$ cat src/rtl/processor_alu.sv
// processor_alu
//   Combinational 16-bit ALU with a zero flag.
//   The flag is live during ADD/SUB. For every other opcode it comes from a
//   register that was last written by an ADD/SUB.
//
// Ports
//   clk     in   1   processor clock; the flag register samples on the rising edge
//   rst_n   in   1   async active-low reset; clears the flag register only
//   A       in  16   operand A (unsigned)
//   B       in  16   operand B (unsigned)
//   select  in   3   opcode: 000 ADD, 001 SUB (B-A), 010 MUL (low 16 bits),
//                    011 PASSA, 100 PASSB, 101..111 reserved (result 0)
//   out     out 16   result, purely combinational
//   z_flag  out  1   zero flag
module processor_alu (
  input  logic        clk,
  input  logic        rst_n,
  input  logic [15:0] A,
  input  logic [15:0] B,
  input  logic [2:0]  select,
  output logic [15:0] out,
  output logic        z_flag
);

  typedef enum logic [2:0] {
    OP_ADD   = 3'b000,
    OP_SUB   = 3'b001,
    OP_MUL   = 3'b010,
    OP_PASSA = 3'b011,
    OP_PASSB = 3'b100
  } op_e;

  logic zero_now;
  logic is_arith;
  logic z_reg;

  // All arithmetic is modulo 2^16.
  // Carries, borrows and the high product bits fall off the 16-bit assignment.
  always_comb begin
    out = 16'h0000;
    case (select)
      OP_ADD:   out = A + B;
      OP_SUB:   out = B - A;   // B is the minuend
      OP_MUL:   out = A * B;
      OP_PASSA: out = A;
      OP_PASSB: out = B;
      default:  out = 16'h0000;
    endcase
  end

  assign zero_now = (out == 16'h0000);
  assign is_arith = (select == OP_ADD) || (select == OP_SUB);

  // Only ADD/SUB update the flag.
  // Every other opcode leaves the last arithmetic result's flag visible.
  always_ff @(posedge clk or negedge rst_n) begin
    if (!rst_n)        z_reg <= 1'b0;
    else if (is_arith) z_reg <= zero_now;
  end

  assign z_flag = is_arith ? zero_now : z_reg;

endmodule

$ cat config.mk
export PLATFORM = sky130hd
export DESIGN_NAME = processor_alu
export DESIGN_NICKNAME = d
export VERILOG_FILES = /design/src/rtl/processor_alu.sv
export SDC_FILE = /design/constraint.sdc
export NUM_CORES = 1
export LEC_CHECK = 0
export BUFFER_PORTS_ARGS = -buffer_cell sky130_fd_sc_hd__buf_2
export CAP_MARGIN = 20
export CORE_MARGIN = 1
export CORE_UTILIZATION = 35
export CTS_CLUSTER_SIZE = 20
export DETAILED_ROUTE_END_ITERATION = 8
export MAX_ROUTING_LAYER = met4
export PLACE_DENSITY = 0.55
export SLEW_MARGIN = 25
export SYNTH_ARGS = -nofsm -noshare
export SYNTH_HDL_FRONTEND = slang
export SYNTH_SLANG_ARGS = --single-unit
$ cat constraint.sdc
create_clock -name clk -period 11.2 [get_ports clk]
set_input_delay 1.12 -clock clk [delete_from_list [all_inputs] [get_ports clk]]
set_output_delay 1.12 -clock clk [all_outputs]
set_load 0.05 [all_outputs]
==> metrics.md <==
| Metric | Value |
|---|---|
| Leading area contributor after synthesis | fa_1 |
| Antenna violations before repair | 0 |
| Resized cells post-CTS | 0 |
| DP HPWL | 12800 microns |
| Combinational Power Share | 0.997 |
| I/O Pins | between 50 and 60 |
| Worst slew pin tran | 0.652 ns |
| Critical-path maximum fanout | 15 |
| Mapped Area | 5550 sq um |
| Fin worst setup slack | 2.76 ns |
| Pin count of the biggest net entering global routing | 21 |
| P_sw | slightly below 700 uW |
| First-pass GRT wire length | 27000 microns |
| Max frequency | ~120 MHz |
| DR iter-0 viols | between 300 and 400 |
| Area fraction of the dominant cell type after synthesis | 0.292 |
| # nets final | roughly 900 |
| Largest cells by area after synthesis | fa_1, ha_1, inv_1, and2_1, xnor2_1 |
| Layout area overhead | 7.11% |
| Clock power frac | 0 |
| Leakage power | slightly below 3 nW |
| Post-synth ARST share | 1.00 |
| Tcrit/Tclk final | 0.754 |
| Vias in the first global route | 5111 |
| Non-filler cells in the finished layout | 934 |
| Die width | 128 microns |
| Pint | 513 uW |
| Crit path required time | 10.08 ns |
| DR pass1 iterations | 5 |
| Relative slew slack | 0.564 |
| Full die area | 16400 sq um |
| Starting Density | 0.362 |
| Status | completed |
| CORE AREA | 15300 sq um |
| Sw Ratio | 0.574 |
| CP Data Arrival Time | about 7.3 ns |
| Post-CTS Hold Buffers | 0 |
| Fin Clk Skew | 0 ns |
| Syn_area_per_cell | 7.88 sq um |
| Gate Count Post-Synth | 704 |
| Share of layout cells above drive strength 1 | 0.0885 |
| Setup CP Type | in2out |
| CTS clk-pin slew, worst paths | 0 ns |
| Final TNS setup | 0 ns |
| IO buf count | 53 |
| Synth warn | 0 |
| Max-Cap Viols | 0 |
| Die Height | 128 microns |
| Unrepaired setup endpoints after global routing | false |
| Max reg flops | 1 |
| Ys flop type | dfrtp_1 |
| Worst slack, placed | between 2 and 3 ns |
| Routed wire per std cell | 17.7 microns |
| Total Routing Usage GR | 0.219 |
| # diodes | 0 |
| CP Capture Type | output pin |
| Postcts setup bufs | 0 |
| Via/cell ratio | about 5.2 |
| DRC errors left | 0 |
| DRT antenna net count | 0 |
| Post-Route WL | 16600 microns |
| Number of core rows | 45 |
| Syn nets | just under 900 |
| Via count | 4885 |
| Minimum clock period after layout | roughly 8.4 ns |
| GRT overflow | 0 |
| Fin. max-slew vios | 0 |
| Power Density | 203 nW/um^2 |
| RD Place Congestion | 0.859 |
| Worst VDD drop | 0.143 mV |
| Sequential-to-total area share from yosys stat | 0.00451 |
| Clock Latency Late Sink | 0 ns |
| Flops & latches, synth | 1 |
| Placed Cells | 934 |
| Cell variety after synth | 61 |
| Post-synth EDFFs | 0 |
| Worst Setup Start Kind | input pin |
| Hold WC Path Type | reg2reg |
| Flop pwr share | 0.003 |
| Final Hold Viols | 0 |
| # setup viols final | 0 |
-- placed cells by master, fill, tap and decap left out, types with 5 or more instances in the layout --
| cell type | n |
|---|---|
| inv_1 | 121 |
| nand2_1 | 86 |
| fa_1 | 81 |
| and2_1 | 67 |
| ha_1 | 66 |
| buf_2 | 53 |
| xnor2_1 | 40 |
| nor2_1 | 30 |
| a21oi_1 | 24 |
| xor2_1 | 21 |
| o21ai_0 | 17 |
| nand2b_1 | 7 |
| mux2i_1 | 7 |
| o21a_1 | 6 |
| nor2b_1 | 6 |
| or2_2 | 5 |
| nor3_1 | 5 |
| a21o_1 | 5 |
| a22oi_1 | 5 |
-- logic make-up (layout without fill, tap and decap cells) --
group,Yosys count,after routing,synth area share
AND/OR/NAND/NOR,228,228,0.206
buffers and inverters,156,175,0.108
adder cells (fa/ha/maj),147,147,0.441
AO/OA/AOI/OAI,104,104,0.131
XOR/XNOR,61,61,0.0963
multiplexers,7,7,0.0126
flip-flops,1,1,0.00451
-- Yosys cell counts (6+ instances only) --
master	count
nor2b_1	6
xor2_1	21
xnor2_1	40
nand2_1	86
and2_1	67
nand2b_1	7
mux2i_1	7
o21ai_0	17
a21oi_1	24
o21a_1	6
ha_1	66
fa_1	81
nor2_1	30
clkbuf_1	29
inv_1	121
-- stage by stage --
step                      power, mW  utilization  hold WS [ns]  cell area (sq um)
after floorplan               0.959            -         0.824               5550
after CTS                      1.22        0.388         0.474               5940
final                          1.20        0.388         0.468               5940
after global placement         1.19        0.388         0.471               5940
after detailed placement       1.20        0.388         0.474               5940
after global routing           1.36        0.388         0.524               5940
-- cell type report --
class | count | area (sq um)
multi-input cells | 547 | 4920
inverters | 121 | 454
fillers | 1652 | 9380
well taps | 211 | 264
repair buffers | 54 | 273
flip-flops and latches | 1 | 25.0
-- per-layer routing --
metal	vias to the layer above	global-route usage	routed length, microns	share of wire
met4	0	0.0415	389	0.023
li1	2280	-	-	-
met3	41	0.0146	1190	0.072
met2	176	0.362	7520	0.45
met5	-	-	0	0
met1	2388	0.295	7460	0.45
-- power groups by stage --
stage          combinational [mW]  clock [mW]  sequential [mW]
3_3_place_gp                 1.18           0          0.00378
2_1_floorplan               0.955           0          0.00377
5_1_grt                      1.35           0          0.00379
4_1_cts                      1.21           0          0.00378
6_report                     1.20           0          0.00378
3_5_place_dp                 1.20           0          0.00378
-- worst max-delay path, stage by stage --
cell and delay, ns:
buf_2 0.35, nand2_1 0.15, fa_1 0.52, fa_1 0.54, inv_1 0.04, ha_1 0.20
fa_1 0.44, ha_1 0.28, inv_1 0.04, fa_1 0.47, inv_1 0.05, ha_1 0.34
or2_2 0.33, a21oi_1 0.15, a21oi_1 0.08, a2111oi_0 0.49, nor2_1 0.14, xnor2_1 0.20
o221ai_1 0.18, or4_1 0.60, o31ai_1 0.27, buf_2 0.32
-- path summary, 6_finish.rpt --
check,slack [ns],end,start,cells past startpoint
min,0.47,z_reg,z_reg,2
max in group asynchronous,10.22,z_reg,rst_n,1
max reg2reg,10.57,z_reg,z_reg,2
max,2.76,z_flag,A[5],22
min in group asynchronous,0.89,z_reg,rst_n,1
min reg2reg,0.47,z_reg,z_reg,2
No activity file was read; power rests on OpenSTA's default activity.
